## src/rtl/add_arbiter_if.sv

```systemverilog
// add_arbiter_if: requester and response handshake bundle for the shared adder arbiter
interface add_arbiter_if #(
    parameter int NREQ  = 4,
    parameter int WIDTH = 8,
    parameter int IDW   = $clog2(NREQ)
);
    logic [NREQ-1:0]       req_valid;
    logic [NREQ-1:0]       req_ready;
    logic [NREQ-1:0]       req_op;
    logic [NREQ*WIDTH-1:0] req_a;
    logic [NREQ*WIDTH-1:0] req_b;
    logic                  rsp_valid;
    logic                  rsp_ready;
    logic [WIDTH-1:0]      rsp_sum;
    logic                  rsp_carry;
    logic [IDW-1:0]        rsp_id;
    logic [15:0]           op_count;

    modport master (
        output req_valid, req_op, req_a, req_b, rsp_ready,
        input  req_ready, rsp_valid, rsp_sum, rsp_carry, rsp_id, op_count
    );

    modport slave (
        input  req_valid, req_op, req_a, req_b, rsp_ready,
        output req_ready, rsp_valid, rsp_sum, rsp_carry, rsp_id, op_count
    );
endinterface

```

## src/rtl/add_arbiter.sv

```systemverilog
// add_arbiter: round-robin sharing of one adder/subtractor with a single-entry result register
module add_arbiter #(
    parameter int NREQ  = 4,
    parameter int WIDTH = 8,
    localparam int IDW  = $clog2(NREQ)
) (
    input logic        clk,
    input logic        rst_n,
    add_arbiter_if.slave bus
);
    typedef enum logic {EMPTY, FULL} state_t;

    state_t           state, state_nx;
    logic [IDW-1:0]   rr_ptr, gnt_idx, id_r;
    logic             found, slot_free, xfer;
    logic [WIDTH-1:0] sel_a, sel_b, sum_r;
    logic             sel_op, carry_r;
    logic [WIDTH:0]   res;
    logic [15:0]      cnt_r;

    function automatic int wrap(input int v);
        return v >= NREQ ? v - NREQ : v;
    endfunction

    // first valid requester at or after rr_ptr, wrapping at NREQ
    always_comb begin
        found   = 1'b0;
        gnt_idx = '0;
        for (int k = 0; k < NREQ; k++) begin
            if (!found && bus.req_valid[wrap(int'(rr_ptr) + k)]) begin
                found   = 1'b1;
                gnt_idx = IDW'(wrap(int'(rr_ptr) + k));
            end
        end
    end

    // grant only when the result slot can take a value this edge; operands of the winner feed the adder
    always_comb begin
        slot_free     = state == EMPTY || bus.rsp_ready;
        xfer          = rst_n && slot_free && found;
        bus.req_ready = xfer ? NREQ'(1) << gnt_idx : '0;
        sel_a         = bus.req_a[int'(gnt_idx)*WIDTH +: WIDTH];
        sel_b         = bus.req_b[int'(gnt_idx)*WIDTH +: WIDTH];
        sel_op        = bus.req_op[gnt_idx];
        res           = {1'b0, sel_a} + {1'b0, sel_op ? ~sel_b : sel_b} + {{WIDTH{1'b0}}, sel_op};
        state_nx      = xfer ? FULL : (bus.rsp_ready ? EMPTY : state);
    end

    // output register occupancy
    always_ff @(posedge clk) begin
        if (!rst_n) state <= EMPTY;
        else        state <= state_nx;
    end

    // result capture, pointer advance and transfer count on each accepted operation
    always_ff @(posedge clk) begin
        if (!rst_n) begin
            sum_r   <= '0;
            carry_r <= 1'b0;
            id_r    <= '0;
            rr_ptr  <= '0;
            cnt_r   <= '0;
        end else if (xfer) begin
            sum_r   <= res[WIDTH-1:0];
            carry_r <= res[WIDTH];
            id_r    <= gnt_idx;
            rr_ptr  <= int'(gnt_idx) == NREQ - 1 ? '0 : gnt_idx + 1'b1;
            cnt_r   <= cnt_r + 16'd1;
        end
    end

    assign bus.rsp_valid = state == FULL;
    assign bus.rsp_sum   = sum_r;
    assign bus.rsp_carry = carry_r;
    assign bus.rsp_id    = id_r;
    assign bus.op_count  = cnt_r;
endmodule

```

## src/flat_wrapper.sv

```systemverilog
// flat-port wrapper written by rule: the top's interface ports become plain ports
module add_arbiter_flat 
#(
    parameter int NREQ  = 4,
    parameter int WIDTH = 8,
    localparam int IDW  = $clog2(NREQ)
)
  (clk, rst_n, bus_req_valid, bus_req_op, bus_req_a, bus_req_b, bus_rsp_ready, bus_req_ready, bus_rsp_valid, bus_rsp_sum, bus_rsp_carry, bus_rsp_id, bus_op_count);
  add_arbiter_if #(.NREQ(NREQ), .WIDTH(WIDTH)) bus_i ();
  input logic clk;
  input logic rst_n;
  input wire logic [$bits(bus_i.req_valid)-1:0] bus_req_valid;
  input wire logic [$bits(bus_i.req_op)-1:0] bus_req_op;
  input wire logic [$bits(bus_i.req_a)-1:0] bus_req_a;
  input wire logic [$bits(bus_i.req_b)-1:0] bus_req_b;
  input wire logic [$bits(bus_i.rsp_ready)-1:0] bus_rsp_ready;
  output wire logic [$bits(bus_i.req_ready)-1:0] bus_req_ready;
  output wire logic [$bits(bus_i.rsp_valid)-1:0] bus_rsp_valid;
  output wire logic [$bits(bus_i.rsp_sum)-1:0] bus_rsp_sum;
  output wire logic [$bits(bus_i.rsp_carry)-1:0] bus_rsp_carry;
  output wire logic [$bits(bus_i.rsp_id)-1:0] bus_rsp_id;
  output wire logic [$bits(bus_i.op_count)-1:0] bus_op_count;
  assign bus_i.req_valid = bus_req_valid;
  assign bus_i.req_op = bus_req_op;
  assign bus_i.req_a = bus_req_a;
  assign bus_i.req_b = bus_req_b;
  assign bus_i.rsp_ready = bus_rsp_ready;
  assign bus_req_ready = bus_i.req_ready;
  assign bus_rsp_valid = bus_i.rsp_valid;
  assign bus_rsp_sum = bus_i.rsp_sum;
  assign bus_rsp_carry = bus_i.rsp_carry;
  assign bus_rsp_id = bus_i.rsp_id;
  assign bus_op_count = bus_i.op_count;
  add_arbiter #(.NREQ(NREQ), .WIDTH(WIDTH)) u_core (.clk(clk), .rst_n(rst_n), .bus(bus_i));
endmodule
```

## config.mk

```make
export PLATFORM = sky130hd
export DESIGN_NAME = add_arbiter_flat
export DESIGN_NICKNAME = d
export VERILOG_FILES = /design/src/rtl/add_arbiter_if.sv /design/src/rtl/add_arbiter.sv /design/src/flat_wrapper.sv
export SDC_FILE = /design/constraint.sdc
export NUM_CORES = 1
export LEC_CHECK = 0
export ABC_AREA = 1
export CAP_MARGIN = 5
export CORE_ASPECT_RATIO = 1.25
export CORE_UTILIZATION = 34
export CTS_CLUSTER_DIAMETER = 150
export DETAILED_ROUTE_END_ITERATION = 12
export GPL_TIMING_DRIVEN = 0
export PLACE_DENSITY = 0.66
export SKIP_LAST_GASP = 1
export SLEW_MARGIN = 20
export SYNTH_ARGS = -nofsm -noshare
export SYNTH_HDL_FRONTEND = slang
export SYNTH_SLANG_ARGS = --single-unit
```

## constraint.sdc

```tcl
create_clock -name clk -period 5.1 [get_ports clk]
set_input_delay 0.765 -clock clk [delete_from_list [all_inputs] [get_ports clk]]
set_output_delay 0.765 -clock clk [all_outputs]
set_load 0.01 [all_outputs]
```

==> flow_summary_export.csv <==
group,metric,value,unit
status,run_status,"completed",
yosys,simple_logic_cell_fraction_of_the_synthesized_area,37.0,%
timing,grt_setup_unrepaired,"false",
timing,count_of_endpoints_failing_setup_in_the_final_report,0,
clocking,post_cts_buffers,0,
setup_path,worstRegToRegCells,23,
yosys,synth.top_cell.area_share,22.7,%
routing,wire_per_inst,12.2,um
yosys,ys_ff_latch,30,
routing,num_vias,3020,
floorplanning,initial_utilization,35.5,%
worst_hold_path,worstHoldStart,"u_core.bus.op_count[15]",
timing,finalHoldViolCount,0,
routing,drc,0,
setup_path,cp-start-kind,"primary input",
yosys,synth.net_count,499,
global_route,first_pass_grt_wire_length,12.3,mm
power,pwr_density_cell,778,mW/mm^2
clocking,cts_max_level,2,
timing,post-route-period-util,84.9,%
setup_path,crit_start,"bus_req_valid[2]",
placement,detailed_place_hpwl,6.19,mm
cells_and_area,nFillCells,766,
setup_path,critical_path.endpoint,"bus_req_ready[0]",
yosys,synth_xor_area_share,3.60,%
global_route,globalRouteTotalUtil,19.5,%
yosys,yosys_warnings,0,
yosys,synth_compound_gate_area_share,18.2,%
setup_path,cp.required,4.34,ns
floorplanning,ios,107,
cells_and_area,fin_nets,611,
timing,slew_headroom,69.2,%
global_route,grt_pass1_vias,2942,
yosys,synth.lib_cells_used.distinct,40,
cells_and_area,antenna_cells,0,
setup_path,crit-reg2reg-launch,"u_core.rr_ptr[0]",
setup_path,type_of_destination_of_the_critical_path,"primary output",
timing,tightestPinTransition,0.462,ns
clocking,clkSlewWorstSetupHoldPaths,0.06,ns
yosys,synth_largest_area_cell,"dfxtp_1",
global_route,global_route.overflow_total,0,
yosys,ys_seq_area_share,22.7,%
power,vdd_ir_drop_max,0.469,mV
floorplanning,row_count,35,
setup_path,largest_fanout_on_the_critical_path,11,
timing,drv_slew,0,
floorplanning,coreArea,0.00744,mm^2
setup_path,cp_data_arrival_time,3.56,ns
floorplanning,die_w,80.9,um
routing,detail_route.iter0.violations,76,
yosys,post_synth_fa_ha_maj_area_fraction,6.43,%
setup_path,timing.rr.end,"u_core.bus.rsp_carry",
placement,numPortBuffers,105,
routing,drt.antenna.violating_nets,0,
routing,routed_wirelength,7.50,mm
floorplanning,fp.dieArea,0.00814,mm^2
yosys,yosys-top-cells-area,"dfxtp_1 (23%), nand2_1 (14%), inv_1 (6.8%)",
yosys,synthesis.area_per_instance,6.44,um^2
clocking,cts_hold_buf,0,
yosys,combinational_family_with_the_most_area_after_synthesis,"simple AND/OR/NAND/NOR gates",
global_route,grt_antenna_before_repair,0,
timing,fin_tns_setup,0,ns
global_route,grt_max_degree,12,
timing,fmaxAchievable,0.231,GHz
clocking,tritoncts.num_buffers,5,
cells_and_area,fraction_of_final_layout_cells_with_drive_strength_greater_than_1,11.6,%
cells_and_area,area.growth.synth_to_final,47.5,%
clocking,cts.repair.resized,0,
timing,skew,0.00463,ns
cells_and_area,multi_input_gate_area_in_the_final_layout,0.00173,mm^2
worst_hold_path,worstHoldPathType,"reg2reg",
power,fin_total_pwr,3.03,mW
cells_and_area,seq_area,601,um^2
timing,fin_hold_ws,0.478,ns
yosys,synthesis.area,0.00265,mm^2
clocking,clock_insertion_delay_worst_skew,0.28,ns
setup_path,critPathKind,"in2out",
placement,post-place-cells,608,
cells_and_area,layoutNonFillerInstCount,616,
flow_run,max_cap_violations,0,
clocking,tritoncts_num_sinks,30,
yosys,syn-instance-count,411,
setup_path,r2r_slack,1.54,ns
yosys,muxShareOfSynthArea,0,%
clocking,cts_buffer_depth,2,
floorplanning,die_y,101,um
placement,gp_routability_congestion,0.807,
clocking,clockRootBuffer,"clkbuf_8",
timing,timing.final.crit_period,4.33,ns
routing,via_per_inst,4.90,
power,leakage,1.70,nW
clocking,cts_tree,"built",
routing,drtPass1Iterations,5,
cell usage in the layout, fill, tap and decap left out, types with 2 or more instances in the layout:
master / count
inv_2: 7
o21ai_0: 33
nand4_1: 2
nand3_4: 2
a32oi_1: 7
clkdlybuf4s50_1: 105
nand2_1: 98
nor3b_1: 3
xor2_1: 8
o21ai_1: 4
nand2_4: 4
dfxtp_1: 30
buf_2: 8
nand3_1: 25
clkbuf_8: 6
nor3_2: 2
o22ai_1: 5
a21oi_1: 31
ha_1: 12
nand2_2: 17
buf_4: 2
inv_1: 48
nor2_1: 28
nor3_1: 6
nand3_2: 7
clkbuf_1: 7
report_power, final:
part | internal [mW] | switching, mW
logic | 1.04 | 1.48
registers | 0.286 | 0.0306
clock network | 0.109 | 0.0896
total | 1.44 | 1.60
stage by stage:
stage	utilization (%)	instance area (um^2)	worst slack, ns
finish	52.4	3900	0.771
global route	52.4	3900	0.547
CTS	52.4	3900	0.732
floorplan	-	2650	1.69
detailed placement	51.2	3810	0.742
global placement	51.2	3810	0.783
cell usage after synthesis:
cell type and instances:
nand2_1 98, inv_1 48, o21ai_0 33, a21oi_1 31
dfxtp_1 30, nor2_1 28, nand3_1 25, nand2_2 17
ha_1 12, buf_2 8, xor2_1 8, a32oi_1 7
inv_2 7, nand3_2 7, clkbuf_1 6, nor3_1 6
o22ai_1 5, nand2_4 4, o21ai_1 4, nor3b_1 3
buf_4 2, nand3_4 2, nand4_1 2, nor3_2 2
a211oi_1 1, a31oi_1 1, a32o_2 1, buf_12 1
buf_6 1, clkinv_1 1, fa_1 1, nand3b_1 1
nor2_8 1, nor4_1 1, o211ai_1 1, o21a_1 1
o31ai_1 1, or2_1 1, xnor2_1 1, xor2_2 1
critical path, cell delays in order:
cell and delay, ns:
clkdlybuf4s50_1 0.43, inv_1 0.08, nand2_1 0.08, nand3_2 0.10, nand2_4 0.08, nor2_8 0.14
nand3_4 0.17, nand3_4 0.15, buf_12 0.14, buf_2 0.20, buf_2 0.29, ha_1 0.20
inv_1 0.04, nor2_1 0.14, clkdlybuf4s50_1 0.56
cells by family after synthesis:
logic type	count (synthesis)
AND/OR/NAND/NOR	198
AO/OA/AOI/OAI	86
buffers and inverters	74
flip-flops	30
adder cells (fa/ha/maj)	13
XOR/XNOR	10
registers in the layout, summed over array words and instances, names as in the netlist:
name	count
u_core.bus.rsp_sum	8
u_core.rr_ptr	2
u_core.bus.rsp_id	2
u_core.bus.rsp_carry	1
u_core.bus.op_count	16
u_core.bus.rsp_valid	1
metal layers:
| metal | global-route usage, % | vias up | part of all wire, % | wire length [um] |
|---|---|---|---|---|
| li1 | - | 1571 | - | - |
| met1 | 19.6 | 1327 | 40 | 2980 |
| met2 | 36.7 | 105 | 51 | 3850 |
| met3 | 5.34 | 17 | 6.9 | 515 |
| met4 | 7.83 | 0 | 2.2 | 165 |
| met5 | 0 | - | 0 | 0 |
worst min-delay path by stage:
stage          cells after the start                 endpoint
2_1_floorplan                      2  u_core.bus.op_count[15]
3_3_place_gp                       2  u_core.bus.op_count[15]
3_5_place_dp                       2  u_core.bus.op_count[15]
4_1_cts                            2  u_core.bus.op_count[15]
5_1_grt                            2  u_core.bus.op_count[15]
6_report                           2  u_core.bus.op_count[15]
final cells by class:
type                       count  share of cell area [%]
multi-input combinational    307                    44.2
timing repair buffer         105                    26.9
sequential                    30                    15.4
inverter                      56                    5.39
tap                           92                    2.95
buffer                        18                    2.79
clock buffer                   7                    2.21
clock inverter                 1                   0.128
No activity file was read; power rests on OpenSTA's default activity.
